### src/rtl/rx_lbuf_pkg.sv
// rx_lbuf_pkg
//   Shared definitions for the RX large-buffer ring hand-out block:
//   FSM state encoding, the bit position above which an lbuf address
//   needs 64-bit addressing, and default geometry.
package rx_lbuf_pkg;

  localparam int unsigned DEF_NUM_LBUF = 2;
  localparam int unsigned DEF_ADDR_W   = 64;

  // Any set bit at or above this position means the DMA must use
  // 64-bit addressing for the lbuf.
  localparam int unsigned ADDR64_LSB   = 32;

  // One-hot so that the two unused codes are detectable as illegal.
  typedef enum logic [1:0] {
    ST_IDLE = 2'b01,
    ST_BUSY = 2'b10
  } lbuf_state_e;

endpackage

### src/rtl/rx_lbuf_ring_gv.sv
// rx_lbuf_ring_gv
//   Hands host-posted large buffers (lbufs) to the RX packet writer one at
//   a time, in strict ring order 0, 1, ..., NUM_LBUF-1, 0, ...
//
//   State table
//     state   | meaning
//     ST_IDLE | tracking slot_addr[ptr]; waiting for slot_en[ptr]
//     ST_BUSY | lbuf at ptr offered to writer; waiting for lbuf_dn
//
// Ports
//   clk, rst      clock, synchronous active-high reset
//   slot_addr_i   flattened slot addresses, slot i at [i*ADDR_W +: ADDR_W]
//   slot_en_i     per-slot "posted" level from the host
//   slot_dn_o     one-cycle pulse on the slot just consumed
//   lbuf_addr_o   address of the offered lbuf
//   lbuf_en_o     offer valid (level)
//   lbuf64b_o     offered address has bits set at or above bit 32
//   lbuf_idx_o    slot index of the offered lbuf
//   lbuf_dn_i     writer finished with the offered lbuf
//   gv_cnt_o      lbufs completed since reset (wrapping)
module rx_lbuf_ring_gv
  import rx_lbuf_pkg::*;
#(
  parameter int unsigned NUM_LBUF = DEF_NUM_LBUF,
  parameter int unsigned ADDR_W   = DEF_ADDR_W,
  parameter int unsigned IDX_W    = $clog2(NUM_LBUF),
  parameter int unsigned CNT_W    = 32
) (
  input  logic                       clk,
  input  logic                       rst,
  input  logic [NUM_LBUF*ADDR_W-1:0] slot_addr_i,
  input  logic [NUM_LBUF-1:0]        slot_en_i,
  output logic [NUM_LBUF-1:0]        slot_dn_o,
  output logic [ADDR_W-1:0]          lbuf_addr_o,
  output logic                       lbuf_en_o,
  output logic                       lbuf64b_o,
  output logic [IDX_W-1:0]           lbuf_idx_o,
  input  logic                       lbuf_dn_i,
  output logic [CNT_W-1:0]           gv_cnt_o
);

  lbuf_state_e          state_q;
  logic [IDX_W-1:0]     ptr_q;
  logic [IDX_W-1:0]     ptr_d;
  logic [CNT_W-1:0]     gv_cnt_q;
  logic [CNT_W-1:0]     gv_cnt_d;
  logic [NUM_LBUF-1:0]  slot_dn_q;
  logic [NUM_LBUF-1:0]  slot_dn_d;
  logic [ADDR_W-1:0]    lbuf_addr_q;
  logic                 lbuf_en_q;
  logic                 lbuf64b_q;
  logic [IDX_W-1:0]     lbuf_idx_q;

  logic [ADDR_W-1:0]    slot_arr [NUM_LBUF];
  logic [ADDR_W-1:0]    sel_addr;
  logic                 sel_64b;
  logic                 sel_en;

  for (genvar i = 0; i < NUM_LBUF; i++) begin : g_slot
    assign slot_arr[i] = slot_addr_i[i*ADDR_W +: ADDR_W];
  end

  assign sel_addr = slot_arr[ptr_q];
  assign sel_en   = slot_en_i[ptr_q];

  if (ADDR_W > ADDR64_LSB) begin : g_addr64
    assign sel_64b = |sel_addr[ADDR_W-1:ADDR64_LSB];
  end else begin : g_addr32
    assign sel_64b = 1'b0;
  end

  // NUM_LBUF is a power of two, so the pointer wraps by plain overflow.
  assign ptr_d     = ptr_q + IDX_W'(1);
  assign gv_cnt_d  = gv_cnt_q + CNT_W'(1);
  assign slot_dn_d = NUM_LBUF'(1) << ptr_q;

  always_ff @(posedge clk) begin
    if (rst) begin
      state_q     <= ST_IDLE;
      ptr_q       <= '0;
      gv_cnt_q    <= '0;
      slot_dn_q   <= '0;
      lbuf_addr_q <= '0;
      lbuf_en_q   <= 1'b0;
      lbuf64b_q   <= 1'b0;
      lbuf_idx_q  <= '0;
    end else begin
      slot_dn_q <= '0;
      case (state_q)
        ST_IDLE: begin
          // Offer registers follow the current slot while idle so the
          // address is already captured in the cycle slot_en is seen.
          lbuf_addr_q <= sel_addr;
          lbuf64b_q   <= sel_64b;
          lbuf_idx_q  <= ptr_q;
          if (sel_en) begin
            lbuf_en_q <= 1'b1;
            state_q   <= ST_BUSY;
          end
        end
        ST_BUSY: begin
          if (lbuf_dn_i) begin
            lbuf_en_q <= 1'b0;
            slot_dn_q <= slot_dn_d;
            ptr_q     <= ptr_d;
            gv_cnt_q  <= gv_cnt_d;
            state_q   <= ST_IDLE;
          end
        end
        default: begin
          lbuf_en_q <= 1'b0;
          state_q   <= ST_IDLE;
        end
      endcase
    end
  end

  assign slot_dn_o   = slot_dn_q;
  assign lbuf_addr_o = lbuf_addr_q;
  assign lbuf_en_o   = lbuf_en_q;
  assign lbuf64b_o   = lbuf64b_q;
  assign lbuf_idx_o  = lbuf_idx_q;
  assign gv_cnt_o    = gv_cnt_q;

endmodule

### config.mk
export PLATFORM = sky130hd
export DESIGN_NAME = rx_lbuf_ring_gv
export DESIGN_NICKNAME = d
export VERILOG_FILES = /design/src/rtl/rx_lbuf_pkg.sv /design/src/rtl/rx_lbuf_ring_gv.sv
export SDC_FILE = /design/constraint.sdc
export NUM_CORES = 1
export LEC_CHECK = 0
export ABC_AREA = 0
export ABC_CLOCK_PERIOD_IN_PS = 2000
export CORE_ASPECT_RATIO = 1.75
export CORE_MARGIN = 4
export CORE_UTILIZATION = 36
export DETAILED_ROUTE_END_ITERATION = 8
export PLACE_DENSITY_LB_ADDON = 0.1
export SLEW_MARGIN = 20
export SYNTH_ARGS = -nofsm -noshare
export SYNTH_HDL_FRONTEND = slang
export SYNTH_SLANG_ARGS = --single-unit
### constraint.sdc
create_clock -name clk -period 2 [get_ports clk]
set_input_delay 0.4 -clock clk [delete_from_list [all_inputs] [get_ports clk]]
set_output_delay 0.4 -clock clk [all_outputs]
set_load 0.02 [all_outputs]
# ---- Yosys cells after proc, flatten, opt, wreduce, memory -nomap -nowiden
# Index checks and enable logic that the tools add are counted.
# Widths: inputs -> output; s select.
dict set report op_classes {
  n_addsub 2
  n_mul 0
  div 0
  n_lt_le_gt_ge 2
  n_eq_ne 4
  shift 1
  mux 11
  n_bitwise 3
  n_reduce_logical 4
}
# op count
set op_table {}
lappend op_table {{$mux 64} 3}
lappend op_table {{$add 32x1->32 const B} 1}
lappend op_table {{$reduce_or 32->1} 1}
lappend op_table {{$mux 1} 4}
lappend op_table {{$mux 2} 2}
lappend op_table {{$ne 2x2->1 const B} 2}
lappend op_table {{$pmux 2 s2} 1}
lappend op_table {{$reduce_and 2->1} 2}
lappend op_table {{$reduce_or 3->1} 1}
lappend op_table {{$eq 2x1->1 const B} 1}
lappend op_table {{$eq 2x2->1 const B} 1}
lappend op_table {{$ge 2x2->1 const B} 1}
lappend op_table {{$lt 1x2->1 const B} 1}
lappend op_table {{$not 1->1} 2}
lappend op_table {{$not 1->2} 1}
lappend op_table {{$pmux 1 s2} 1}
lappend op_table {{$shl 1x1->2 const A} 1}
lappend op_table {{$add 1x1->1 const B} 1}
dict set report word_totals {
  register_bits 104
  latchBits 0
  ram_bits 0
  romBits 0
  inputBits 133
  output_inout_bits 101
  wordCells 35
  memories 0
}

# ---- Depth between registers and ports, before layout
# Gate-level depths: netlist of run 1.
dict set report logic_depth {
  word_depth 5
  mapped_depth 7
  mapped_depth_nobuf 5
}

# ---- Worst setup path before layout of run 1
# Ideal clock, no wire load.
dict set report synth_timing {
  path_type {register -> register}
  startpoint {register gv_cnt_q[13] (netlist: gv_cnt_o[13])}
  endpoint {register gv_cnt_q[31] (netlist: gv_cnt_o[31])}
  setup_time_ns 0.123
  arrival_ns 2.030
  setup_slack_ns -0.153
  stages_incl_launch_ff 7
  path_buffers 2
  period_less_slack_ns 2.153
  path_cell_list {dfxtp_1 -> nand4_1 -> or4_1 -> clkbuf_1 -> buf_2 -> nor4_1 -> mux2_1}
}
dict set report synth_between {
  elab_chain_cells 1
}
# item line
set synth_lines {}
lappend synth_lines {{start, declared} rx_lbuf_ring_gv.sv:45} ;# logic [CNT_W-1:0] gv_cnt_q;
lappend synth_lines {{start signal, assigned} rx_lbuf_ring_gv.sv:106} ;# gv_cnt_q <= gv_cnt_d;
lappend synth_lines {{$add 32x1->32} rx_lbuf_ring_gv.sv:74} ;# assign gv_cnt_d = gv_cnt_q + CNT_W'(1);
# No other way between the ends.
# A chain may end at the register's enable or synchronous reset.

# ---- Worst setup path in the final report of run 1
dict set report layout_timing {
  startpoint {register gv_cnt_q[0] (netlist: gv_cnt_o[0])}
  endpoint {register gv_cnt_q[24] (netlist: gv_cnt_o[24])}
}
# Same word-level chain as after synthesis.

==> results.py, run 1 <==
metrics = {
    "status": {
        "status": "finished clean",
    },
    "worst_setup_path": {
        "worstReg2RegStart": "gv_cnt_o[0]$_SDFFE_PP0P_",
        "cp_max_fo": 8,
        "start_kind": "register",
        "worst_ep_arrival_time_ns": 2.25,
        "timing.rr.end": "gv_cnt_o[24]$_SDFFE_PP0P_",
        "crit_path_cell_trace": "ha_4, nand4b_4, or4_4, buf_12, or4_4, a21oi_2",
        "crit_type": "reg -> reg",
        "cp_slowest_cell": "or4_4",
        "reg2reg_slack_ns": 0.02,
        "cp.required_ns": 2.27,
        "ff2ff_path_depth": 6,
        "cp_common_cell": "or4_4",
        "end_kind": "register",
        "slowest_delay_ns": 0.59,
    },
    "floorplanning": {
        "coreArea_um2": 12600,
        "die_h_um": 159,
        "rows": 54,
        "die_area_um2": 14900,
        "start_util": 0.371,
        "die-width_um": 94.0,
        "io-pin-count": 234,
    },
    "final_layout": {
        "area_growth_syn_to_layout_pct": 67.0,
        "drive_above_1_share": 0.111,
        "fin_nets": 885,
        "final_cell_mix": "231 x clkdlybuf4s50_1, 90 x dfxtp_1, 80 x nor2_1, 66 x mux2i_1, 65 x a211oi_1",
        "finish.utilization": 0.619,
        "layout_commonest_cell": "clkdlybuf4s50_1",
        "antennaDiodeCount": 0,
    },
    "synth": {
        "synth_cells": 512,
        "synthesis.nets": 646,
        "syn_avg_cell_area_um2": 9.10,
        "ys_seq_area_frac": 0.442,
        "ys_warn_count": 0,
        "synth_area_um2": 4660,
        "synth_seq_cells": 103,
        "netlist-cell-type-count": 34,
    },
    "sta": {
        "rsz0062_at_grt": "true",
        "worst_hold_slack_ns": 0.481,
        "finClkSkew_ns": 0.00664,
        "fin_crit_sh": 0.991,
        "hold_viol": 0,
        "finalWorstSetupSlack_ns": 0.0182,
        "finalCriticalPeriod_ns": 1.98,
        "drv_slew": 0,
        "finalSetupTns_ns": 0,
        "setup_viol": 0,
        "worst_slew_pin_slew_ns": 0.593,
        "fmax_mhz": 505,
        "max_slew_margin": 0.605,
    },
    "global_route": {
        "grt_max_degree": 131,
        "first_global_vias": 4834,
        "gr-total-overflow": 0,
        "antenna_found_initial": 0,
        "grt_use_total": 0.201,
        "grt_first_pass_wirelength_um": 23700,
    },
    "route": {
        "via_per_inst": 5.19,
        "initialDrtViolationCount": 127,
        "wirelength_um": 15500,
        "routedWlPerCell_um": 16.7,
        "drc": 0,
        "via_count": 4794,
        "dr.pass1.iters": 4,
        "drtAntennaViolNets": 0,
    },
    "clocking": {
        "cts_hold_buf": 0,
        "cts_tree": "yes",
        "ctsRootBufferMaster": "clkbuf_16",
        "clk_pin_slew_worst_paths_ns": 0.07,
        "clockBufferDepth": 2,
        "cts_max_level": 3,
        "clock_latency_ns": 0.34,
        "numCtsBuffers": 9,
        "clkSinkCount": 103,
    },
    "placed_design": {
        "routabilityCongestion": 0.919,
        "io_buffer_count": 233,
        "dpl.hpwl_um": 12100,
        "pre_cts_ws_ns": -0.550,
    },
    "job": {
        "drv_cap": 0,
    },
    "hold_path": {
        "worstHoldStart": "lbuf_idx_o$_SDFFE_PP0N_",
        "hold_path_class": "reg -> reg",
        "min_to": "lbuf_idx_o$_SDFFE_PP0N_",
        "hold_depth": 2,
    },
    "pwr": {
        "p_leak_nw": 2.67,
        "p_per_area_nw_per_um2": 660,
        "peakVddDrop_uv": 384,
        "total_power_mw": 5.14,
    },
}
## critical path, delay by kind of cell, from the launching register on
family	cells	cell delay (ns)
and+or+nand+nor	3	1.12
AOI/OAI and AO/OA	1	0.12
buffers and inverters	1	0.16
DFF	1	0.36
adders and majority gates	1	0.14
## logic make-up (layout without fill, tap and decap cells)
family | count (synthesis) | in the layout | share of synthesized area
compound gates | 111 | 111 | 0.162
xor+xnor | 11 | 11 | 0.0207
fa+ha+maj | 1 | 1 | 0.00268
buf+inv | 48 | 292 | 0.0403
flops | 103 | 103 | 0.442
mux | 67 | 67 | 0.144
simple gates | 171 | 171 | 0.188
## worst max-delay path by stage
stage,startpoint,endpoint,depth (start not counted)
after floorplan,gv_cnt_o[14]$_SDFFE_PP0P_,gv_cnt_o[31]$_SDFFE_PP0P_,6
after global placement,lbuf_dn_i,gv_cnt_o[21]$_SDFFE_PP0P_,5
after detailed placement,lbuf_dn_i,gv_cnt_o[31]$_SDFFE_PP0P_,5
after CTS,gv_cnt_o[0]$_SDFFE_PP0P_,gv_cnt_o[24]$_SDFFE_PP0P_,6
after global routing,gv_cnt_o[0]$_SDFFE_PP0P_,gv_cnt_o[30]$_SDFFE_PP0P_,6
final,gv_cnt_o[0]$_SDFFE_PP0P_,gv_cnt_o[24]$_SDFFE_PP0P_,6
## synth_stat cells
master     instances  area share
nand3_1            6      0.0064
nor3b_1            1      0.0016
o21ai_0            9      0.0097
nand2_1           14       0.011
nand4b_2           1      0.0032
mux2i_1           66        0.14
nand2b_1           2      0.0027
nor4_1            16       0.021
mux2_1             1      0.0024
a2111oi_0          1      0.0019
a21oi_1           22       0.024
or4_1             14       0.023
xnor2_1            9       0.017
nor2_1            80       0.064
nor3_1             6      0.0064
o22ai_1            1      0.0013
and4_1             2      0.0038
dfxtp_1          103        0.44
o31ai_1           11       0.018
buf_1              2      0.0016
inv_1              8      0.0064
and3b_1            1      0.0019
nor4b_1            2      0.0038
or3_1             10       0.013
nor2b_1            2      0.0027
nand4_1           12       0.016
clkbuf_1          32       0.026
xor2_1             2      0.0038
or2b_1             1      0.0016
ha_1               1      0.0027
a211oi_1          65        0.10
buf_2              6      0.0064
nand3b_4           1      0.0043
a22oi_1            2      0.0032
## report_power, final
part           switching [mW]  internal (mW)
sequential             0.0796           2.19
combinational           0.555          0.610
clock                   0.750          0.953
total                    1.38           3.75
## cell type report
class | instances | area (um2)
repair buffers | 268 | 2650
fillers | 1095 | 4780
multi-input cells | 361 | 2500
flip-flops and latches | 103 | 2090
inverters | 8 | 30.0
clock inverters | 4 | 26.3
clock buffers | 12 | 268
well taps | 168 | 210
## stage by stage
stage	cells	cell area (um2)
final	924	7780
after global routing	924	7780
after CTS	922	7660
after detailed placement	906	7350
after global placement	906	7350
after floorplan	512	4680
## flip-flops by register name, indices dropped and copies added (netlist names)
signal       cells
slot_dn_o        2
state_q          2
ptr_q            1
lbuf_addr_o     64
gv_cnt_o        32
lbuf64b_o        1
lbuf_idx_o       1
## layer usage
metal	up-vias	track usage	share of wire
met5	-	0	0
met4	0	0.0744	0.028
met3	31	0.0586	0.068
met2	180	0.370	0.54
met1	2209	0.213	0.36
li1	2374	-	-
## timing repair
item                       CTS  global route
resized for setup            7            21
setup buffers                0             1
cloned                       0             1
pin swaps                    0            10
setup endpoints to repair   19            12
Note: power is estimated with default switching activity, not from simulation.
==> run 2, diff against run 1 <==
Settings changed: CORE_MARGIN 4 to 8, SKIP_LAST_GASP set to 1.
==> results.py, run 2 (synthesis results as in run 1) <==
metrics = {
    "status": {
        "status": "finished clean",
    },
    "sta": {
        "setup_viol": 0,
        "finClkSkew_ns": 0.00810,
        "rsz0062_at_grt": "true",
        "fin_crit_sh": 0.977,
        "hold_viol": 0,
        "fmax_mhz": 512,
        "finalWorstSetupSlack_ns": 0.0455,
        "max_slew_margin": 0.599,
        "finalSetupTns_ns": 0,
        "drv_slew": 0,
        "worst_slew_pin_slew_ns": 0.602,
        "finalCriticalPeriod_ns": 1.95,
    },
    "worst_setup_path": {
        "crit_type": "reg -> reg",
        "start_kind": "register",
        "end_kind": "register",
        "cp_max_fo": 10,
        "worst_ep_arrival_time_ns": 2.21,
        "cp.required_ns": 2.26,
        "ff2ff_path_depth": 6,
    },
    "pwr": {
        "power_frac_clock": 0.351,
        "power_frac_seq": 0.424,
        "p_int_mw": 3.94,
        "total_power_mw": 5.36,
        "comb_power_share": 0.226,
        "peakVddDrop_uv": 354,
        "switchingPower_mw": 1.42,
        "p_per_area_nw_per_um2": 687,
        "switching_share": 0.265,
        "p_leak_nw": 2.69,
    },
    "route": {
        "initialDrtViolationCount": 109,
        "dr.pass1.iters": 4,
        "via_count": 4803,
        "via_per_inst": 5.15,
        "drtAntennaViolNets": 0,
        "drc": 0,
        "wirelength_um": 16600,
        "routedWlPerCell_um": 17.7,
    },
    "floorplanning": {
        "die_h_um": 167,
        "die-width_um": 102,
        "die_area_um2": 17000,
        "rows": 55,
        "coreArea_um2": 12800,
        "io-pin-count": 234,
        "start_util": 0.364,
    },
    "clocking": {
        "ctsRootBufferMaster": "clkbuf_16",
        "cts_max_level": 3,
        "numCtsBuffers": 9,
        "cts_hold_buf": 0,
        "clock_latency_ns": 0.34,
        "cts_tree": "yes",
        "clockBufferDepth": 2,
        "clk_pin_slew_worst_paths_ns": 0.07,
        "clkSinkCount": 103,
    },
    "placed_design": {
        "pre_cts_ws_ns": -0.482,
        "io_buffer_count": 233,
        "dpl.hpwl_um": 13100,
        "routabilityCongestion": 0.866,
        "dp_cells": 913,
    },
    "final_layout": {
        "fin_cells": 933,
        "area_growth_syn_to_layout_pct": 67.5,
        "fill_cells": 1147,
        "final_cell_mix": "231 x clkdlybuf4s50_1, 89 x dfxtp_1, 80 x nor2_1, 66 x mux2i_1, 65 x a211oi_1",
        "finish.utilization": 0.610,
        "fin_nets": 891,
        "drive_above_1_share": 0.106,
        "antennaDiodeCount": 0,
        "register_area_um2": 2090,
        "largest_reg_flops": 64,
        "multi_input_area_um2": 2450,
        "layout_commonest_cell": "clkdlybuf4s50_1",
    },
    "global_route": {
        "gr-total-overflow": 0,
        "grt_use_total": 0.191,
        "grt_first_pass_wirelength_um": 25800,
        "grt_max_degree": 61,
        "first_global_vias": 4980,
        "antenna_found_initial": 0,
    },
    "hold_path": {
        "hold_depth": 2,
        "hold_path_class": "reg -> reg",
    },
    "job": {
        "drv_cap": 0,
    },
}
## run 2: cell types whose count changed in the layout (fill, tap and decap cells not counted), moves of 2 or more
cell	change
a21oi_1	+5
a21oi_2	-5
or4_1	+4
or4_4	-4
buf_4	+3
dfxtp_2	+3
buf_12	+2
bufinv_16	+2
clkbuf_16	-2
clkinvlp_4	-2
dfxtp_4	-2
inv_6	+2
## run 2: worst paths after layout
path                                                   to  slack, ns                     start
worst max-delay path            gv_cnt_o[15]$_SDFFE_PP0P_       0.05  gv_cnt_o[6]$_SDFFE_PP0P_
worst min-delay path              lbuf_idx_o$_SDFFE_PP0N_       0.47   lbuf_idx_o$_SDFFE_PP0N_
worst max register to register  gv_cnt_o[15]$_SDFFE_PP0P_       0.05  gv_cnt_o[6]$_SDFFE_PP0P_
worst min register to register    lbuf_idx_o$_SDFFE_PP0N_       0.47   lbuf_idx_o$_SDFFE_PP0N_
## run 2: routing by layer
| layer | vias up | wire, um | track usage | share of wire |
|---|---|---|---|---|
| met3 | 24 | 1170 | 0.0539 | 0.071 |
| li1 | 2387 | - | - | - |
| met2 | 162 | 9100 | 0.350 | 0.55 |
| met1 | 2230 | 5900 | 0.190 | 0.36 |
| met4 | 0 | 383 | 0.0829 | 0.023 |
| met5 | - | 0 | 0 | 0 |
## run 2: final cells by class
cell class | count | share of cell area
clock buffers | 10 | 0.0293
flip-flops and latches | 103 | 0.267
clock inverters | 6 | 0.0117
multi-input cells | 361 | 0.313
well taps | 171 | 0.0274
inverters | 8 | 0.00385
repair buffers | 274 | 0.347
## run 2: power by group through the flow
stage / logic (mW) / registers [mW] / clock network [mW]
final: 1.21 / 2.27 / 1.88
after detailed placement: 1.23 / 2.32 / 0
after global placement: 1.21 / 2.31 / 0
after floorplan: 0.322 / 2.49 / 0
after CTS: 1.23 / 2.27 / 1.93
after global routing: 1.29 / 2.29 / 2.00
## run 2: critical path: stages, from the launching register on
cell     delay, ns
dfxtp_1       0.33
nand4_1       0.19
or4_4         0.58
buf_6         0.15
buf_4         0.14
or3_1         0.30
a21oi_1       0.17
## run 2: metrics by stage
stage | cell area, um2 | hold WS (ns)
after global placement | 7420 | 0.464
after CTS | 7750 | 0.482
final | 7800 | 0.473
after detailed placement | 7420 | 0.472
after global routing | 7800 | 0.497
after floorplan | 4680 | 0.511
## run 2: repair_timing
action                                  4_1_cts  5_1_grt
setup buffers                                 0        3
endpoints found under the setup margin       19       14
gates cloned                                  0        1
pin swaps                                     0        9
gates resized for setup                       3       10
==> run 3, diff against run 2 <==
Settings changed: ABC_CLOCK_PERIOD_IN_PS 2000 to 1700, CORE_MARGIN 8 to 3.
Clock period 2 ns to 1.7 ns, I/O delays scaled along.
==> results.py, run 3 (synthesis results as in run 1) <==
metrics = {
    "route": {
        "drtAntennaViolNets": 0,
        "wirelength_um": 16200,
        "via_per_inst": 5.21,
        "drc": 0,
        "initialDrtViolationCount": 133,
        "dr.pass1.iters": 4,
        "routedWlPerCell_um": 16.8,
        "via_count": 5012,
    },
    "floorplanning": {
        "die_h_um": 157,
        "io-pin-count": 234,
        "start_util": 0.371,
        "die-width_um": 92.0,
        "coreArea_um2": 12600,
        "die_area_um2": 14400,
        "rows": 54,
    },
    "clocking": {
        "numCtsBuffers": 9,
        "ctsRootBufferMaster": "clkbuf_16",
        "cts_tree": "yes",
        "clock_latency_ns": 0.34,
        "clkSinkCount": 103,
        "clockBufferDepth": 2,
        "clk_pin_slew_worst_paths_ns": 0.07,
        "cts_max_level": 3,
    },
    "worst_setup_path": {
        "crit_type": "reg -> reg",
        "slowest_delay_ns": 0.54,
        "cp_max_fo": 6,
        "ff2ff_path_depth": 5,
        "worst_ep_arrival_time_ns": 2.23,
        "crit_path_cell_trace": "nand4_1, buf_4, or4_4, or4_1, a21oi_1",
        "cp.required_ns": 1.97,
        "worstReg2RegStart": "gv_cnt_o[5]$_SDFFE_PP0P_",
        "crit_start": "gv_cnt_o[5]$_SDFFE_PP0P_",
        "cp_slowest_cell": "or4_4",
        "start_kind": "register",
        "end_kind": "register",
    },
    "sta": {
        "finalSetupTns_ns": -4.36,
        "rsz0062_at_grt": "true",
        "hold_viol": 0,
        "finClkSkew_ns": 0.00789,
        "finalWorstSetupSlack_ns": -0.269,
        "drv_slew": 0,
        "fmax_mhz": 508,
        "finalCriticalPeriod_ns": 1.97,
        "worst_slew_pin_slew_ns": 0.418,
        "fin_crit_sh": 1.16,
        "max_slew_margin": 0.714,
        "setup_viol": 21,
    },
    "placed_design": {
        "routabilityCongestion": 0.865,
        "place_area_um2": 7690,
        "dpl.hpwl_um": 12400,
        "io_buffer_count": 233,
        "dp_cells": 934,
        "pre_cts_ws_ns": -0.662,
    },
    "pwr": {
        "p_int_mw": 4.32,
        "peakVddDrop_uv": 456,
        "switching_share": 0.275,
        "p_leak_nw": 3.10,
        "comb_power_share": 0.238,
        "p_per_area_nw_per_um2": 730,
        "power_frac_seq": 0.447,
        "switchingPower_mw": 1.63,
        "power_frac_clock": 0.314,
    },
    "global_route": {
        "grt_use_total": 0.218,
        "grt_max_degree": 49,
        "gr-total-overflow": 0,
        "grt_first_pass_wirelength_um": 25100,
        "first_global_vias": 5061,
        "antenna_found_initial": 0,
    },
    "final_layout": {
        "fill_cells": 1073,
        "antennaDiodeCount": 0,
        "finish.utilization": 0.648,
        "drive_above_1_share": 0.165,
        "fin_nets": 923,
        "layout_commonest_cell": "clkdlybuf4s50_1",
        "final_cell_area_um2": 8150,
        "final_cell_mix": "195 x clkdlybuf4s50_1, 80 x nor2_1, 78 x dfxtp_1, 66 x mux2i_1, 65 x a211oi_1",
        "register_area_um2": 2120,
        "area_growth_syn_to_layout_pct": 74.8,
        "largest_reg_flops": 64,
        "multi_input_area_um2": 2550,
        "fin_cells": 962,
    },
    "job": {
        "drv_cap": 0,
    },
    "hold_path": {
        "worstHoldStart": "rst",
        "hold_path_class": "in -> reg",
        "hold_depth": 2,
    },
    "status": {
        "status": "finished, violations left",
        "violations": "setup timing",
    },
}
## run 3: changes by cell type in the layout (fill, tap and decap cells not counted), sizes merged
| cell | before | now |
|---|---|---|
| dlymetal6s2s | 0 | 6 |
| inv | 10 | 8 |
| clkinvlp | 0 | 3 |
| clkbuf | 10 | 11 |
| dlygate4sd2 | 1 | 31 |
| clkdlybuf4s50 | 231 | 195 |
| bufinv | 2 | 0 |
| or4 | 14 | 15 |
| buf | 42 | 73 |
## run 3: what timing repair did
item	in CTS	in global routing
cloned	2	0
gates resized for setup	43	22
pin swaps	7	7
hold buffers	0	0
endpoints found under the setup margin	50	29
setup buffers	10	1
## run 3: area by class of cell
cell class                 instances  area share
clock buffer                      11      0.0286
clock inverter                     5     0.00430
sequential                       103       0.261
tap                              168      0.0258
multi-input combinational        362       0.313
inverter                           8     0.00369
timing repair buffer             305       0.364
## run 3: power by group through the flow
stage | Combinational (mW) | Sequential (mW) | Clock [mW]
2_1_floorplan | 0.380 | 2.91 | 0
3_3_place_gp | 1.42 | 2.71 | 0
3_5_place_dp | 1.43 | 2.72 | 0
4_1_cts | 1.44 | 2.66 | 1.92
5_1_grt | 1.52 | 2.69 | 2.01
6_report | 1.42 | 2.66 | 1.87
## run 3: layer usage
layer	track usage	vias up	routed length, um
met5	0	-	0
met4	0.0808	0	343
met3	0.0515	24	865
met2	0.427	160	9240
met1	0.220	2371	5710
li1	-	2457	-
## run 3: worst paths after layout
kind                                                   to  slack (ns)
worst min register to register    lbuf_idx_o$_SDFFE_PP0N_        0.49
worst max-delay path            gv_cnt_o[22]$_SDFFE_PP0P_       -0.27
worst min-delay path            gv_cnt_o[17]$_SDFFE_PP0P_        0.37
worst max register to register  gv_cnt_o[22]$_SDFFE_PP0P_       -0.27
## run 3: worst max-delay path, delay by kind of cell (launching register included)
family / cells / cell delay (ns)
AO/OA/AOI/OAI: 1 / 0.14
buffers and inverters: 1 / 0.23
AND/OR/NAND/NOR: 3 / 1.19
flip-flops: 1 / 0.34
## run 3: metrics by stage
step,hold WS [ns],power (mW)
finish,0.366,5.95
detailed placement,0.481,4.15
global placement,0.473,4.12
CTS,0.371,6.02
global route,0.376,6.21
floorplan,0.509,3.29
